[src/rtl/seven_segment_pkg.sv]
// Shared constants for the seven-segment scan controller: segment bit order,
// the blank pattern and the active-low hex glyphs used by the encoder.
package seven_segment_pkg;

    localparam logic [7:0] SEG_BLANK = 8'hFF;

    localparam int unsigned SEG_A  = 0;
    localparam int unsigned SEG_B  = 1;
    localparam int unsigned SEG_C  = 2;
    localparam int unsigned SEG_D  = 3;
    localparam int unsigned SEG_E  = 4;
    localparam int unsigned SEG_F  = 5;
    localparam int unsigned SEG_G  = 6;
    localparam int unsigned SEG_DP = 7;

    // Active-low glyphs, bit order {g,f,e,d,c,b,a}
    localparam logic [6:0] HEX_0 = 7'b1000000;
    localparam logic [6:0] HEX_1 = 7'b1111001;
    localparam logic [6:0] HEX_2 = 7'b0100100;
    localparam logic [6:0] HEX_3 = 7'b0110000;
    localparam logic [6:0] HEX_4 = 7'b0011001;
    localparam logic [6:0] HEX_5 = 7'b0010010;
    localparam logic [6:0] HEX_6 = 7'b0000010;
    localparam logic [6:0] HEX_7 = 7'b1111000;
    localparam logic [6:0] HEX_8 = 7'b0000000;
    localparam logic [6:0] HEX_9 = 7'b0010000;
    localparam logic [6:0] HEX_A = 7'b0001000;
    localparam logic [6:0] HEX_B = 7'b0000011;
    localparam logic [6:0] HEX_C = 7'b1000110;
    localparam logic [6:0] HEX_D = 7'b0100001;
    localparam logic [6:0] HEX_E = 7'b0000110;
    localparam logic [6:0] HEX_F = 7'b0001110;

endpackage

[src/rtl/seven_segment_scan_controller_if.sv]
// Application-side and pin-side signals of the scan controller.
interface seven_segment_scan_controller_if #(
    parameter int unsigned NUM_DIGITS      = 8,
    parameter int unsigned BRIGHTNESS_BITS = 4
) ();
    logic [NUM_DIGITS*4-1:0]    data;
    logic [NUM_DIGITS-1:0]      pointEnable;
    logic [NUM_DIGITS-1:0]      blankMask;
    logic                       load;
    logic                       suppressZeros;
    logic [BRIGHTNESS_BITS-1:0] brightness;
    logic [7:0]                 segmentEnableN;
    logic [NUM_DIGITS-1:0]      digitEnableN;
    logic                       frameStart;
    logic                       loadPending;

    modport master (
        output data, pointEnable, blankMask, load, suppressZeros, brightness,
        input  segmentEnableN, digitEnableN, frameStart, loadPending
    );

    modport slave (
        input  data, pointEnable, blankMask, load, suppressZeros, brightness,
        output segmentEnableN, digitEnableN, frameStart, loadPending
    );
endinterface

[src/rtl/SevenSegmentEncoder.sv]
// Nibble to active-low {g,f,e,d,c,b,a} glyph conversion.
module SevenSegmentEncoder
    import seven_segment_pkg::*;
(
    input  logic [3:0] nibble,
    output logic [6:0] segments
);
    always_comb begin
        segments = SEG_BLANK[6:0];
        unique case (nibble)
            4'h0: segments = HEX_0;
            4'h1: segments = HEX_1;
            4'h2: segments = HEX_2;
            4'h3: segments = HEX_3;
            4'h4: segments = HEX_4;
            4'h5: segments = HEX_5;
            4'h6: segments = HEX_6;
            4'h7: segments = HEX_7;
            4'h8: segments = HEX_8;
            4'h9: segments = HEX_9;
            4'hA: segments = HEX_A;
            4'hB: segments = HEX_B;
            4'hC: segments = HEX_C;
            4'hD: segments = HEX_D;
            4'hE: segments = HEX_E;
            4'hF: segments = HEX_F;
        endcase
    end
endmodule

[src/rtl/seven_segment_scan_controller.sv]
// Multiplexed seven-segment scanner with double-buffered display data,
// per-digit PWM brightness, blanking and leading-zero suppression.
module seven_segment_scan_controller
    import seven_segment_pkg::*;
#(
    parameter int unsigned NUM_DIGITS      = 8,
    parameter int unsigned TICK_BITS       = 17,
    parameter int unsigned BRIGHTNESS_BITS = 4
) (
    input  logic                           clock,
    input  logic                           reset,
    seven_segment_scan_controller_if.slave bus
);
    localparam int unsigned IDX_BITS = (NUM_DIGITS > 1) ? $clog2(NUM_DIGITS) : 1;
    localparam logic [IDX_BITS-1:0] LAST_IDX = IDX_BITS'(NUM_DIGITS - 1);

    typedef struct packed {
        logic [NUM_DIGITS*4-1:0] data;
        logic [NUM_DIGITS-1:0]   point;
        logic [NUM_DIGITS-1:0]   blank;
    } frame_t;

    logic [TICK_BITS-1:0]       tick_q;
    logic [IDX_BITS-1:0]        idx_q;
    frame_t                     active_q, pending_q, live;
    logic [BRIGHTNESS_BITS-1:0] bright_q;
    logic                       load_pending_q, frame_start_q;
    logic [7:0]                 seg_q, seg_d;
    logic [NUM_DIGITS-1:0]      dig_q, dig_d;

    logic                       tick_done, boundary, lit, suppressed, dark;
    logic [BRIGHTNESS_BITS-1:0] phase;
    logic [NUM_DIGITS-1:0]      zero_from;
    logic [3:0]                 sel_nibble;
    logic [6:0]                 pattern;

    assign live      = {bus.data, bus.pointEnable, bus.blankMask};
    assign tick_done = &tick_q;
    assign boundary  = tick_done && (idx_q == LAST_IDX);
    assign phase     = tick_q[TICK_BITS-1 -: BRIGHTNESS_BITS];
    assign lit       = (phase <= bright_q);

    // zero_from[i]: digit i and everything more significant is a bare zero
    always_comb begin
        logic run;
        run       = 1'b1;
        zero_from = '0;
        for (int i = int'(NUM_DIGITS) - 1; i >= 0; i--) begin
            run          = run && (active_q.data[i*4 +: 4] == 4'h0) && !active_q.point[i];
            zero_from[i] = run;
        end
    end

    assign sel_nibble = active_q.data[{idx_q, 2'b00} +: 4];
    assign suppressed = bus.suppressZeros && (idx_q != '0) && zero_from[idx_q];
    assign dark       = active_q.blank[idx_q] || suppressed || !lit;

    SevenSegmentEncoder u_encoder (
        .nibble   (sel_nibble),
        .segments (pattern)
    );

    always_comb begin
        seg_d = SEG_BLANK;
        dig_d = '1;
        if (!dark) begin
            seg_d         = {1'b1, pattern};
            seg_d[SEG_DP] = ~active_q.point[idx_q];
            dig_d         = ~(NUM_DIGITS'(1) << idx_q);
        end
    end

    always_ff @(posedge clock) begin
        if (reset) begin
            tick_q         <= '0;
            idx_q          <= '0;
            active_q       <= '0;
            pending_q      <= '0;
            bright_q       <= '0;
            load_pending_q <= 1'b0;
            frame_start_q  <= 1'b0;
            seg_q          <= SEG_BLANK;
            dig_q          <= '1;
        end else begin
            tick_q        <= tick_q + 1'b1;
            frame_start_q <= boundary;
            seg_q         <= seg_d;
            dig_q         <= dig_d;
            if (tick_done) begin
                idx_q <= (idx_q == LAST_IDX) ? '0 : idx_q + 1'b1;
            end
            if (bus.load) begin
                pending_q <= live;
            end
            // A load landing on the boundary bypasses pending entirely
            if (boundary) begin
                active_q       <= bus.load ? live : pending_q;
                bright_q       <= bus.brightness;
                load_pending_q <= 1'b0;
            end else if (bus.load) begin
                load_pending_q <= 1'b1;
            end
        end
    end

    assign bus.segmentEnableN = seg_q;
    assign bus.digitEnableN   = dig_q;
    assign bus.frameStart     = frame_start_q;
    assign bus.loadPending    = load_pending_q;
endmodule

[src/flat_wrapper.sv]
// flat-port wrapper written by rule: the top's interface ports become plain ports
module seven_segment_scan_controller_flat import seven_segment_pkg::*;
#(
    parameter int unsigned NUM_DIGITS      = 8,
    parameter int unsigned TICK_BITS       = 17,
    parameter int unsigned BRIGHTNESS_BITS = 4
)
  (clock, reset, bus_data, bus_pointEnable, bus_blankMask, bus_load, bus_suppressZeros, bus_brightness, bus_segmentEnableN, bus_digitEnableN, bus_frameStart, bus_loadPending);
  seven_segment_scan_controller_if #(.NUM_DIGITS(NUM_DIGITS), .BRIGHTNESS_BITS(BRIGHTNESS_BITS)) bus_i ();
  input  logic clock;
  input  logic reset;
  input wire logic [$bits(bus_i.data)-1:0] bus_data;
  input wire logic [$bits(bus_i.pointEnable)-1:0] bus_pointEnable;
  input wire logic [$bits(bus_i.blankMask)-1:0] bus_blankMask;
  input wire logic [$bits(bus_i.load)-1:0] bus_load;
  input wire logic [$bits(bus_i.suppressZeros)-1:0] bus_suppressZeros;
  input wire logic [$bits(bus_i.brightness)-1:0] bus_brightness;
  output wire logic [$bits(bus_i.segmentEnableN)-1:0] bus_segmentEnableN;
  output wire logic [$bits(bus_i.digitEnableN)-1:0] bus_digitEnableN;
  output wire logic [$bits(bus_i.frameStart)-1:0] bus_frameStart;
  output wire logic [$bits(bus_i.loadPending)-1:0] bus_loadPending;
  assign bus_i.data = bus_data;
  assign bus_i.pointEnable = bus_pointEnable;
  assign bus_i.blankMask = bus_blankMask;
  assign bus_i.load = bus_load;
  assign bus_i.suppressZeros = bus_suppressZeros;
  assign bus_i.brightness = bus_brightness;
  assign bus_segmentEnableN = bus_i.segmentEnableN;
  assign bus_digitEnableN = bus_i.digitEnableN;
  assign bus_frameStart = bus_i.frameStart;
  assign bus_loadPending = bus_i.loadPending;
  seven_segment_scan_controller #(.NUM_DIGITS(NUM_DIGITS), .TICK_BITS(TICK_BITS), .BRIGHTNESS_BITS(BRIGHTNESS_BITS)) u_core (.clock(clock), .reset(reset), .bus(bus_i));
endmodule
[config.mk]
export PLATFORM = sky130hd
export DESIGN_NAME = seven_segment_scan_controller_flat
export DESIGN_NICKNAME = d
export VERILOG_FILES = /design/src/rtl/seven_segment_pkg.sv /design/src/rtl/seven_segment_scan_controller_if.sv /design/src/rtl/SevenSegmentEncoder.sv /design/src/rtl/seven_segment_scan_controller.sv /design/src/flat_wrapper.sv
export SDC_FILE = /design/constraint.sdc
export NUM_CORES = 1
export LEC_CHECK = 0
export CAP_MARGIN = 20
export CORE_UTILIZATION = 24
export CTS_CLUSTER_DIAMETER = 200
export DETAILED_ROUTE_END_ITERATION = 10
export RECOVER_POWER = 25
export SYNTH_ARGS = -nofsm -noshare
export SYNTH_HDL_FRONTEND = slang
export SYNTH_SLANG_ARGS = --single-unit
export TNS_END_PERCENT = 50
[constraint.sdc]
create_clock -name clock -period 3.14 [get_ports clock]
set_input_delay 0.628 -clock clock [delete_from_list [all_inputs] [get_ports clock]]
set_output_delay 0.628 -clock clock [all_outputs]
set_load 0.1 [all_outputs]
# After elaboration in Yosys (flattened, before gate mapping)
# Memories as Yosys holds them, arrays and structs flattened. A register that Yosys moved wholly into a read port is not among the register bits.
# Cells that the tools add are included.
# Widths: inputs -> output; s select.
[word_totals]
ff_bits = 138
mem_bits_ro = 112
mem_count = 1
[memory_table]
columns = ["memory", "depth", "width", "rd", "rd_ports_with_merged_regs", "write_ports", "line_no", "rtl"]
rows = [
  ["(name not given)", 16, 7, 1, 1, 0, "SevenSegmentEncoder.sv:10", "unique case (nibble)"],
]
[op_classes]
n_addsub = 2
magnitude_cmp = 2
eq_ne = 1
shifts = 2
n_mux = 8
n_bitwise = 2
reduce_logical = 41
[op_table]
columns = ["operator", "count"]
rows = [
  ["$mux 48", 1],
  ["$logic_not 4->1", 8],
  ["$shiftx 32x6->4", 1],
  ["$logic_and 1x1->1", 18],
  ["$add 17x1->17 const B", 1],
  ["$reduce_and 17->1", 1],
  ["$bmux 1 s3", 3],
  ["$logic_not 1->1", 9],
  ["$not 8->8", 1],
  ["$shl 1x3->8 const A", 1],
  ["$le 4x4->1", 1],
  ["$lt 3x4->1 const B", 1],
  ["$reduce_or 2->1", 2],
  ["$add 3x1->3 const B", 1],
  ["$eq 3x3->1 const B", 1],
  ["$mux 1", 3],
  ["$mux 3", 1],
  ["$reduce_bool 3->1", 1],
  ["$logic_or 1x1->1", 2],
  ["$not 1->1", 1],
]

# Logic depth before layout (Yosys ltp)
[depth]
word_depth = 22
depth_mapped = 11
ltp_nobuf = 9

# Cells and area by module
# From an unflattened synthesis, not the netlist that was laid out.
[hier_totals]
hier_cells = 557
hier_area_um2 = 5512.8
[by_module_without_submodules]
columns = ["mod", "n_inst", "cells_per_inst", "area_per_inst_um2", "seq_area_each_um2"]
rows = [
  ["seven_segment_scan_controller", 1, 525, 5237.5, 2762.6],
  ["SevenSegmentEncoder", 1, 32, 275.3, 0.0],
]

# Worst setup path after synthesis
# Ideal clock, no wire load.
[synth_timing]
path_type = "reg-to-reg"
start = "register u_core.idx_q[0]"
end = "register u_core.seg_q[3], in the netlist u_core.bus.segmentEnableN[3]"
arrival_time_ns = 2.498
t_required_ns = 3.012
path_slack_ns = 0.514
stages_incl_launch_ff = 10
n_path_buf = 2
period_less_slack_ns = 2.626
path_cell_list = "dfxtp_1 > buf_2 > buf_4 > mux4_1 > mux2i_1 > inv_1 > ha_1 > mux2_2 > mux2i_1 > nand3_2"
[synth_between]
elab_chain_cells = 6
[synth_lines]
columns = ["element", "line_no", "rtl"]
rows = [
  ["start: declaration", "seven_segment_scan_controller.sv:24", "logic [IDX_BITS-1:0] idx_q;"],
  ["start signal: assignment", "seven_segment_scan_controller.sv:90", "idx_q <= (idx_q == LAST_IDX) ? '0 : idx_q + 1'b1;"],
  ["$bmux 1 s3 / $reduce_bool 3->1 (equally long branches)", "seven_segment_scan_controller.sv:55", "assign suppressed = bus.suppressZeros && (idx_q != '0) && zero_from[idx_q];"],
  ["$mux 1 (implied by the code) / $logic_and 1x1->1 (equally long branches)", "seven_segment_scan_controller.sv:55", ""],
  ["$logic_and 1x1->1", "seven_segment_scan_controller.sv:55", ""],
  ["$logic_or 1x1->1 (2 in series)", "seven_segment_scan_controller.sv:56", "assign dark = active_q.blank[idx_q] || suppressed || !lit;"],
  ["$reduce_or 2->1 (no source line)", "-", ""],
  ["end: declaration", "seven_segment_scan_controller.sv:28", "logic [7:0] seg_q, seg_d;"],
]
# Parallel ways exist; a longest one is shown, timed or not. The select of a mux whose other input is x is not followed.
# A chain may end at the register's enable or synchronous reset.

# Final worst setup path
[layout_timing]
start = "register u_core.idx_q[0]"
end = "register u_core.dig_q[0], in the netlist u_core.bus.digitEnableN[0]"
[layout_between]
elab_chain_cells = 6
[layout_lines]
columns = ["element", "line_no", "rtl"]
rows = [
  ["$bmux 1 s3 / $reduce_bool 3->1 (equally long branches)", "seven_segment_scan_controller.sv:55", ""],
  ["$mux 1 (implied by the code) / $logic_and 1x1->1 (equally long branches)", "seven_segment_scan_controller.sv:55", ""],
  ["$logic_and 1x1->1", "seven_segment_scan_controller.sv:55", ""],
  ["$logic_or 1x1->1 (2 in series)", "seven_segment_scan_controller.sv:56", ""],
  ["$reduce_or 2->1 (no source line)", "-", ""],
  ["end signal: assignment", "seven_segment_scan_controller.sv:88", "dig_q <= dig_d;"],
  ["end: declaration", "seven_segment_scan_controller.sv:29", "logic [NUM_DIGITS-1:0] dig_q, dig_d;"],
]
# Parallel ways exist; a longest one is shown, timed or not. The select of a mux whose other input is x is not followed.

==> results_dict.tcl <==
set metrics [dict create \
    nets 695 \
    core-area_mm2 0.0226 \
    hold_class "flip-flop to flip-flop" \
    path_cells "inv_1, ha_1, or4_1, nor3_1, a31oi_1, or4_1, nand4_1" \
    drt_pass1_iterations 5 \
    wl_per_cell_um 13.9 \
    required_ns 3.48 \
    drc 0 \
    finalCritPeriodShare_pct 86.9 \
    row_count 55 \
    cpMostUsedCell "or4_1" \
    worst-r2r-setup-slack_ns 0.41 \
    gr-total-overflow 0 \
    p_per_area_mw_per_mm2 567 \
    start_kind "flip-flop" \
    antenna_found_initial 0 \
    htreeDepth 4 \
    rsz0062_at_grt "false" \
    cts_made_buffers 17 \
    cts_root_buf "clkbuf_16" \
    die_h_um 154 \
    die_w_um 154 \
    route.met3.wl_um 628 \
    grt.total_usage_pct 11.2 \
    layout_common_cells "138 x dfxtp_1, 66 x nor2_1, 58 x nand2_1" \
    wl_um 12800 \
    period_needed_ns 2.73 \
    worst_slack_ns 0.412 \
    cts_tree "built" \
    relSlewSlack_pct 8.98 \
    drive_gt1_share_pct 14.4 \
    m1WireLength_um 6350 \
    tightest_slew_ns 1.37 \
    critical_path.top_delay_family "simple AND/OR/NAND/NOR gates" \
    cts_setup_buffers 0 \
    ys_ff_latch 138 \
    worst-path-buf-inv 1 \
    endpoint_kind "flip-flop" \
    dieArea_mm2 0.0237 \
    finalClockSkew_ns 0.0135 \
    critPathArrivalTime_ns 3.07 \
    stdcell_count 918 \
    yosys_warnings 0 \
    synth_nets 624 \
    nFillCells 2290 \
    synthesis.area_mm2 0.00553 \
    drv_cap 0 \
    path_clk_slew_ns 0.06 \
    clk_latency_ns 0.42 \
    num_io_pins 74 \
    wl_met2_um 5620 \
    status "finished clean" \
    io_buffers 73 \
    placed_cells 887 \
    hpwlAfterDp_um 9410 \
    cts.sinks 138 \
    dpl_worst_slack_ns 0.432 \
    num_antenna_cells 0 \
    first_iter_violations 242 \
    finalSetupTns_ns 0 \
    leakage_uw 0.00290 \
    cts_resized 0 \
    finalHoldViolCount 0 \
    drtAntennaViolNets 0 \
    cts_hold_buf 0 \
    top_layer "met4" \
    syn_avg_cell_area_um2 10.1 \
    vias 4060 \
    setup_violations 0 \
    syn_inst 550 \
    grt_pass1_vias 3953 \
    crit_path_top_delay_cell "or4_1" \
    yosysSeqAreaShare_pct 49.9 \
    critPathMaxFanout 16 \
    ir_drop_mv 0.334 \
    p_total_uw 4030 \
    start_util_pct 24.4 \
    area_delta_synth_final_pct 28.5 \
    synth_cell_type_count 47 \
    layout_commonest_cell "dfxtp_1" \
    cts_buffer_depth 2 \
    max_freq_ghz 0.367 \
    place_congestion 0.798 \
    critPathMaxStageDelay_ns 0.88 \
    slew_viol_final 0 \
    grt_max_degree 67 \
    postPlaceCellArea_mm2 0.00653 \
    path_class "flip-flop to flip-flop" \
    stdcell_area_mm2 0.00711 \
    grt_pass1_wl_um 20700 \
    routed_via_density 4.42 \
]
logic make-up after synthesis:
group,after synthesis,synth area share (%)
compound gates,77,8.23
xor+xnor,13,2.06
fa+ha+maj,18,4.07
buf+inv,50,4.00
flops,138,49.9
mux,72,15.9
simple gates,182,15.7
per-stage QoR:
stage / hold WS, ns / util [%]
floorplan: 0.420 / -
global placement: 0.439 / 28.8
detailed placement: 0.439 / 28.8
CTS: 0.460 / 31.4
global route: 0.489 / 31.4
finish: 0.457 / 31.4
metal layers:
metal,track usage (%),vias to the layer above
met5,0,-
met3,3.66,14
li1,-,2061
met4,4.00,0
met2,17.3,91
met1,14.6,1894
state kept, by name, summed over array words and instances, names as in the netlist:
register                   flops
u_core.bus.segmentEnableN      8
u_core.pending_q              48
u_core.bus.digitEnableN        8
u_core.active_q               48
u_core.idx_q                   3
u_core.bright_q                4
u_core.bus.frameStart          1
u_core.bus.loadPending         1
u_core.tick_q                 17
synthesized netlist by cell type (all sizes together):
cell type / instances / area (um2)
xor2: 9 / 78.8
a2bb2oi: 1 / 8.76
inv: 15 / 56.3
and4b: 1 / 10.0
clkbuf: 24 / 90.1
dfxtp: 138 / 2760
xnor2: 4 / 35.0
or3: 2 / 12.5
o2111ai: 1 / 8.76
and4: 2 / 17.5
mux2: 3 / 33.8
a211oi: 1 / 7.51
o211ai: 3 / 27.5
nor2: 66 / 248
and2: 1 / 6.26
nor4b: 1 / 8.76
o21ai: 50 / 250
buf: 11 / 75.1
nand3: 16 / 125
a21oi: 6 / 30.0
or2: 1 / 6.26
o21a: 1 / 7.51
a22oi: 3 / 22.5
nand4: 13 / 81.3
a22o: 5 / 43.8
o41ai: 1 / 16.3
nand2: 58 / 218
a31oi: 2 / 12.5
nor4: 1 / 6.26
o31ai: 1 / 7.51
nor3: 6 / 30.0
nor2b: 4 / 25.0
or4: 8 / 63.8
and3: 2 / 12.5
ha: 18 / 225
o22ai: 2 / 12.5
mux2i: 57 / 574
mux4: 12 / 274
layout make-up:
class | instances | area, um2 | area share (%)
repair buffers | 87 | 790 | 11.1
multi-input cells | 362 | 2560 | 36.0
clock buffers | 19 | 433 | 6.09
clock inverters | 12 | 151 | 2.13
flip-flops and latches | 138 | 2760 | 38.9
well taps | 285 | 357 | 5.02
inverters | 15 | 56.3 | 0.792
final timing paths:
kind | startpoint | end | cells past startpoint
worst max-delay path | u_core.idx_q[0] | u_core.bus.digitEnableN[0] | 7
worst min-delay path | u_core.active_q[7] | u_core.active_q[7] | 2
worst max register to register | u_core.idx_q[0] | u_core.bus.digitEnableN[0] | 7
worst min register to register | u_core.active_q[7] | u_core.active_q[7] | 2
where the power goes:
| group | switching [uW] | internal, uW |
|---|---|---|
| Combinational | 145 | 114 |
| Clock | 718 | 1240 |
| Sequential | 15.2 | 1800 |
worst reg2reg max path: stages (launching register included):
cell	delay, ns
dfxtp_1	0.47
inv_1	0.14
ha_1	0.28
or4_1	0.41
nor3_1	0.14
a31oi_1	0.10
or4_1	0.88
nand4_1	0.23
Power figures use the tool's default switching activity.
